<file path="src/rtl/regfile_pkg.sv">
// Shared defaults, register address type and a popcount helper for the register file.
package regfile_pkg;
   localparam int XLEN_DEF  = 32;
   localparam int NREGS_DEF = 32;
   localparam int AW_DEF    = $clog2(NREGS_DEF);
   localparam int POP_MAX   = 256;

   typedef logic [AW_DEF-1:0] reg_addr_t;

   function automatic int unsigned popcount(input logic [POP_MAX-1:0] v);
      int unsigned n;
      n = 0;
      for (int i = 0; i < POP_MAX; i++) n += 32'(v[i]);
      return n;
   endfunction
endpackage

</file>
<file path="src/rtl/regfile_read_port.sv">
// One read port: register mux plus pending lookup, optional write-first bypass (REGFILE_BYPASS_EN).
// Latency: combinational, zero cycles.
// Backpressure: none; rd_busy is the stall hint for the consumer.
module regfile_read_port
   import regfile_pkg::*;
#(
   parameter int XLEN     = XLEN_DEF,
   parameter int NREGS    = NREGS_DEF,
   parameter int AW       = $clog2(NREGS),
   parameter int ZERO_REG = 1
) (
   input  logic [NREGS-1:0][XLEN-1:0] regs,
   input  logic [NREGS-1:0]           pending,
   input  logic [AW-1:0]              rd_addr,
   input  logic                       wr_en,
   input  logic [AW-1:0]              wr_addr,
   input  logic [XLEN-1:0]            wr_data,
   output logic [XLEN-1:0]            rd_data,
   output logic                       rd_busy
);
   always_comb begin
      rd_data = '0;
      rd_busy = 1'b0;
      // Unmatched addresses (>= NREGS) fall through as data 0, not busy
      for (int r = 0; r < NREGS; r++) begin
         if (rd_addr == AW'(r) && !(ZERO_REG != 0 && r == 0)) begin
            rd_data = regs[r];
            rd_busy = pending[r];
         end
      end
`ifdef REGFILE_BYPASS_EN
      if (wr_en && wr_addr == rd_addr && 32'(rd_addr) < NREGS &&
          !(ZERO_REG != 0 && rd_addr == '0)) begin
         rd_data = wr_data;
         rd_busy = 1'b0;
      end
`endif
   end

`ifndef REGFILE_BYPASS_EN
   logic unused_wr;
   assign unused_wr = ^{wr_en, wr_addr, wr_data};
`endif
endmodule

</file>
<file path="src/rtl/regfile_scoreboard.sv">
// Register file with per-register pending scoreboard; REGFILE_BYPASS_EN adds write-first bypass.
// Latency: reads combinational; writes, issue marks and pending_cnt update on the next posedge.
// Backpressure: none taken; issue_busy/rd_busy report hazards for decode to stall on.
module regfile_scoreboard
   import regfile_pkg::*;
#(
   parameter int XLEN     = XLEN_DEF,
   parameter int NREGS    = NREGS_DEF,
   parameter int NRD      = 2,
   parameter int ZERO_REG = 1,
   localparam int AW      = $clog2(NREGS),
   localparam int CW      = $clog2(NREGS + 1)
) (
   input  logic                clk,
   input  logic                rst_n,
   input  logic [NRD*AW-1:0]   rd_addr,
   output logic [NRD*XLEN-1:0] rd_data,
   output logic [NRD-1:0]      rd_busy,
   input  logic                wr_en,
   input  logic [AW-1:0]       wr_addr,
   input  logic [XLEN-1:0]     wr_data,
   input  logic                issue_en,
   input  logic [AW-1:0]       issue_addr,
   output logic                issue_busy,
   input  logic                flush,
   output logic [CW-1:0]       pending_cnt
);
   logic [NREGS-1:0][XLEN-1:0] regs;
   logic [NREGS-1:0]           pending;
   logic [NREGS-1:0]           pending_nxt;
   logic [NREGS-1:0]           wr_hit;
   logic [NREGS-1:0]           iss_hit;
   logic [CW-1:0]              cnt_nxt;
   logic                       issue_busy_c;

   // Register 0 is excluded from both decodes when hardwired to zero
   always_comb begin
      wr_hit  = '0;
      iss_hit = '0;
      for (int r = 0; r < NREGS; r++) begin
         wr_hit[r]  = wr_en    && wr_addr    == AW'(r) && !(ZERO_REG != 0 && r == 0);
         iss_hit[r] = issue_en && issue_addr == AW'(r) && !(ZERO_REG != 0 && r == 0);
      end
   end

   // Flush beats issue, issue beats same-cycle writeback
   always_comb begin
      pending_nxt = pending;
      cnt_nxt     = '0;
      for (int r = 0; r < NREGS; r++) begin
         if (flush)           pending_nxt[r] = 1'b0;
         else if (iss_hit[r]) pending_nxt[r] = 1'b1;
         else if (wr_hit[r])  pending_nxt[r] = 1'b0;
         cnt_nxt = cnt_nxt + CW'(pending_nxt[r]);
      end
   end

   always_comb begin
      issue_busy_c = 1'b0;
      for (int r = 0; r < NREGS; r++) begin
         if (issue_addr == AW'(r)) issue_busy_c = pending[r];
`ifdef REGFILE_BYPASS_EN
         if (issue_addr == AW'(r) && wr_hit[r]) issue_busy_c = 1'b0;
`endif
      end
   end
   assign issue_busy = issue_busy_c;

   always_ff @(posedge clk or negedge rst_n) begin
      if (!rst_n) begin
         regs        <= '0;
         pending     <= '0;
         pending_cnt <= '0;
      end else begin
         for (int r = 0; r < NREGS; r++) begin
            if (wr_hit[r]) regs[r] <= wr_data;
         end
         pending     <= pending_nxt;
         pending_cnt <= cnt_nxt;
      end
   end

   for (genvar k = 0; k < NRD; k++) begin : g_rd
      regfile_read_port #(
         .XLEN     (XLEN),
         .NREGS    (NREGS),
         .AW       (AW),
         .ZERO_REG (ZERO_REG)
      ) u_rd (
         .regs     (regs),
         .pending  (pending),
         .rd_addr  (rd_addr[k*AW +: AW]),
         .wr_en    (wr_en),
         .wr_addr  (wr_addr),
         .wr_data  (wr_data),
         .rd_data  (rd_data[k*XLEN +: XLEN]),
         .rd_busy  (rd_busy[k])
      );
   end

   a_cnt_matches_bits: assert property (@(posedge clk) disable iff (!rst_n)
      popcount(POP_MAX'(pending)) == 32'(pending_cnt));
endmodule

</file>
<file path="config.mk">
export PLATFORM = sky130hd
export DESIGN_NAME = regfile_scoreboard
export DESIGN_NICKNAME = d
export VERILOG_FILES = /design/src/rtl/regfile_pkg.sv /design/src/rtl/regfile_read_port.sv /design/src/rtl/regfile_scoreboard.sv
export SDC_FILE = /design/constraint.sdc
export NUM_CORES = 2
export LEC_CHECK = 0
export ABC_AREA = 1
export CORE_MARGIN = 1
export CORE_UTILIZATION = 55
export CTS_CLUSTER_SIZE = 25
export DETAILED_ROUTE_END_ITERATION = 6
export PLACE_DENSITY = 0.72
export RECOVER_POWER = 50
export SKIP_CTS_REPAIR_TIMING = 1
export SLEW_MARGIN = 20
export SYNTH_ARGS = -nofsm -noshare
export SYNTH_HDL_FRONTEND = slang
export SYNTH_HIERARCHICAL = 1
export SYNTH_SLANG_ARGS = --single-unit
</file>
<file path="constraint.sdc">
create_clock -name clk -period 5.51 [get_ports clk]
set_input_delay 1.653 -clock clk [delete_from_list [all_inputs] [get_ports clk]]
set_output_delay 1.653 -clock clk [all_outputs]
set_load 0.005 [all_outputs]
</file>
Yosys cells after proc, flatten, opt, wreduce, memory -nomap -nowiden
Index checks and enable logic that the tools add are counted.

Multiply operators: 0. Bitwise gates (word level): 0. $lt $le $gt $ge: 0. Reductions and logical operators: 63. Divide/modulo/power cells: 0. Mux-type cells: 250. Add/sub/neg operators: 31. Shifts and indexed selects: 0. Eq/ne operators: 124.

Operator list (number): 2-to-1 mux 32 bit (62); == test 5 bit (second input constant) (64); 2-to-1 mux 1 bit (188); == test 5 x 4 -> 1 bit (second input constant) (32); adder 6 x 1 -> 6 bit (26); == test 5 x 3 -> 1 bit (second input constant) (16); logical AND 1 bit (62); == test 5 x 2 -> 1 bit (second input constant) (8); == test 5 x 1 -> 1 bit (second input constant) (4); adder 5 x 1 -> 6 bit (1); adder 4 x 1 -> 5 bit (1); zero test 5 bit (1); adder 3 x 1 -> 4 bit (1); adder 2 x 1 -> 3 bit (1); adder 1 x 1 -> 2 bit (1).

Bits in latches: 0. Memories kept: 0. ROM bits: 0. Bits of input ports: 57. Flip-flop bits (word level): 1030. Output and inout port bits: 73. RAM bits: 0.

Depth between registers and ports, before layout
Depth after elaboration: 36. Mapped depth: 25. Mapped depth without buffers: 24.

Hierarchy
The synthesis kept the hierarchy.

Modules (own cells, without submodules): regfile_scoreboard (instances 1, area an instance 37922.6 um^2, cells each 3731); regfile_read_port (instances 2, area an instance 8416.8 um^2, cells each 1968).

Worst setup path after synthesis
Ideal clock, no wire load.

Path kind: input-to-reg. Start point: input wr_en. End point: register pending_cnt[4]. Data arrival time: 6581 ps. Path slack: -1150 ps. Cell stages on the path: 23. Required time: 5431 ps. Library setup time: 79 ps. Path through: inv_1 nor2_1 inv_1 nor2_1 inv_1 nor2_1 inv_1 clkbuf_1 nand2_1 a21oi_1 fa_1 fa_1 inv_1 fa_1 fa_1 fa_1 inv_1 fa_1 ha_1 inv_1 fa_1 o21ai_0 xor2_1.

RTL lines: start, declared (RTL line regfile_scoreboard.sv:19) `input logic wr_en,`; logical AND 1 bit (RTL line regfile_scoreboard.sv:41) `wr_hit[r] = wr_en && wr_addr == AW'(r) && !(ZERO_REG != 0 && r == 0);`; 2-to-1 mux 1 bit (RTL line regfile_scoreboard.sv:53) `else if (wr_hit[r]) pending_nxt[r] = 1'b0;`; 2-to-1 mux 1 bit (RTL line regfile_scoreboard.sv:52) `else if (iss_hit[r]) pending_nxt[r] = 1'b1;`; 2-to-1 mux 1 bit (RTL line regfile_scoreboard.sv:51) `if (flush) pending_nxt[r] = 1'b0;`; named net pending_nxt[15] (RTL line regfile_scoreboard.sv:30) `logic [NREGS-1:0] pending_nxt;`; adder 6 x 1 -> 6 bit (17 in series) (RTL line regfile_scoreboard.sv:54) `cnt_nxt = cnt_nxt + CW'(pending_nxt[r]);`; named net cnt_nxt[4] (RTL line regfile_scoreboard.sv:33) `logic [CW-1:0] cnt_nxt;`; end signal, assigned (RTL line regfile_scoreboard.sv:79) `pending_cnt <= cnt_nxt;`; end, declared (RTL line regfile_scoreboard.sv:26) `output logic [CW-1:0] pending_cnt`.

The timed path passes the listed nets, and every way through them passes these cells. A chain may end at the register's enable or synchronous reset.

Worst setup path in the final report
Start point: input rd_addr[6]. End point: output rd_data[53].

Longest elaborated chain between the ends: 32.

RTL lines: start, declared (RTL line regfile_scoreboard.sv:16) `input logic [NRD*AW-1:0] rd_addr,`; == test 5 x 1 -> 1 bit (RTL line regfile_read_port.sv:26) `if (rd_addr == AW'(r) && !(ZERO_REG != 0 && r == 0)) begin`; 2-to-1 mux 32 bit (30 in series) (RTL line regfile_read_port.sv:26); 2-to-1 mux 32 bit (*) (RTL line regfile_read_port.sv:26); end, declared (RTL line regfile_scoreboard.sv:17) `output logic [NRD*XLEN-1:0] rd_data,`.

Every way passes the cells marked *; elsewhere a longest branch is shown, timed or not.

==> impl_metrics.tcl <==
set metrics [dict create \
    crit_type "primary input to primary output" \
    p_sw_share_pct 30.8 \
    gp_congestion 0.991 \
    slowest_stage "nand4_1" \
    path_max_fanout 6 \
    drive_gt1_share_pct 18.5 \
    leakage_nw 31.4 \
    nets 8161 \
    portBuffers 129 \
    tns_ns -76.04 \
    crit_buf_inv 7 \
    crit_cells 23 \
    arrival_ns 5.21 \
    whs_ns 0.494 \
    clkPwrFrac_pct 37.8 \
    antenna_left 0 \
    drt-initial-drc-count 8234 \
    clk_latency_ns 0.73 \
    wl_per_cell_um 22.1 \
    grt_usage_pct 39.6 \
    layout_commonest_cell "nand2_1" \
    num_rows 115 \
    rr_worst_depth 17 \
    place_area_mm2 0.0614 \
    final_cell_mix "nand2_1 (2526), dfrtp_1 (1030), o21ai_0 (987), nor2_1 (658), nand4_1 (604)" \
    post-route-period-util_pct 124 \
    synth_area_mm2 0.0548 \
    final_hold_viol_count 0 \
    die-area_mm2 0.101 \
    cp_top_family "simple AND/OR/NAND/NOR gates" \
    cpMostUsedCell "nand4_1" \
    avgSynthCellArea_um2 7.14 \
    yosys_warnings 6 \
    critPathCaptureType "primary output" \
    required_ns 3.86 \
    firstDrtPassIters 7 \
    finalSetupViolations 72 \
    outcome "finished with violations" \
    synth_fp_nets 7754 \
    vias_per_cell 5.96 \
    critPathLaunchType "primary input" \
    powerDensity_mw_per_mm2 327 \
    via_count 56363 \
    cts_root_buffer "clkbuf_16" \
    initial_utilization_pct 55.6 \
    rsz0062_at_grt "yes" \
    pwr-share-comb_pct 16.6 \
    wirelength_um 209000 \
    synthCells 7666 \
    relSlewSlack_pct -84.3 \
    cts_sinks 1030 \
    cts_tree "done" \
    timing.final.ws_setup_ns -1.35 \
    path_clk_slew_ns 0.06 \
    intPower_mw 15.3 \
    fmax_ghz 0.146 \
    place_hpwl_um 140000 \
    grt_start_max_net_pins 108 \
    io-pin-count 130 \
    skew_ns 0.0162 \
    cts_buffers 113 \
    slowest_delay_ns 0.30 \
    path_cells "buf_6 > buf_12 > buf_8 > nand2_8 > buf_6 > nor3_4 > buf_12 > clkbuf_16 > nand2_1 > nand4_1 > nor2_2 > nand4_1 > nor2_2 > nand4_1 > nor2_2 > nand4_1 > nor2_2 > nand4_1 > nor2_1 > nand4_1 > nor2_1 > nand4_1 > clkbuf_2" \
    hold_path.class "flip-flop to flip-flop" \
    holdPathStages 2 \
    antenna_found_initial 2 \
    grt_pass1_wl_um 309000 \
    stdcell_area_mm2 0.0677 \
    worst_slew_pin_slew_ns 2.76 \
    fp.dieH_um 318 \
    overflow 0 \
    maxCapViolCount 14 \
    syn2layout_area_growth_pct 23.7 \
    peakVddDrop_mv 0.297 \
    place_inst 9140 \
    core_region_area_mm2 0.0986 \
    p_sw_mw 6.82 \
    grt_pass1_vias 51236 \
    final_max_slew_viol_count 1135 \
    clk_path_buf_depth 3 \
    fin_cells 9451 \
    seqPwrFrac_pct 45.6 \
    post-route-drc-count 18 \
    place_ws_ns -2.01 \
    violations "DRC, capacitance limit, slew limit, setup timing" \
    fill_cells 7999 \
    period_needed_ns 6.86 \
    die_w_um 318 \
    htree_levels 3 \
]
==> final timing paths <==
kind	start	end	slack, ns
worst max-delay path	rd_addr[6]	rd_data[53]	-1.35
worst min-delay path	regs[663]	regs[663]	0.49
worst max register to register	pending[25]	pending_cnt[4]	0.54
worst min register to register	regs[663]	regs[663]	0.49
max in group asynchronous	rst_n	regs[798]	0.68
min in group asynchronous	rst_n	regs[180]	1.48
==> power by group through the flow <==
stage,clock [mW],combinational (mW),sequential [mW]
floorplan,0,1.90,9.83
global placement,0,3.32,10.1
detailed placement,0,3.44,10.1
CTS,8.40,3.46,10.0
global route,8.68,4.05,10.2
finish,8.36,3.68,10.1
==> metrics by stage <==
step / util, % / power [mW]
2_1_floorplan: - / 11.7
3_3_place_gp: 62.3 / 13.4
3_5_place_dp: 62.3 / 13.6
4_1_cts: 66.4 / 21.9
5_1_grt: 68.7 / 23.0
6_report: 68.7 / 22.1
==> per-layer routing <==
metal	vias to the layer above	routed length (um)	global-route usage, %
met5	-	0	0
met4	0	14200	22.7
met3	698	20900	6.66
met2	3455	91300	59.6
met1	26819	82300	54.5
li1	25391	-	-
==> registers in the layout, summed over array words and instances, names as in the netlist <==
signal       cells
regs           992
pending         32
pending_cnt      6
==> worst min-delay path: cells and delay by family (launching register included) <==
kind             cells  cell delay (ns)
AND/OR/NAND/NOR      1             0.05
flip-flops           1             0.35
AO/OA/AOI/OAI        1             0.06
==> area by class of cell <==
| type | count | area, um^2 | area share (%) |
|---|---|---|---|
| Multi-Input combinational cell | 5451 | 25900 | 38.2 |
| Sequential cell | 1030 | 25800 | 38.1 |
| Timing Repair Buffer | 834 | 7840 | 11.6 |
| Clock buffer | 157 | 3300 | 4.87 |
| Inverter | 643 | 2490 | 3.67 |
| Tap cell | 1287 | 1610 | 2.38 |
| Clock inverter | 48 | 812 | 1.20 |
| Antenna cell | 1 | 2.50 | 0.00370 |
(Power assumes the default switching activity.)
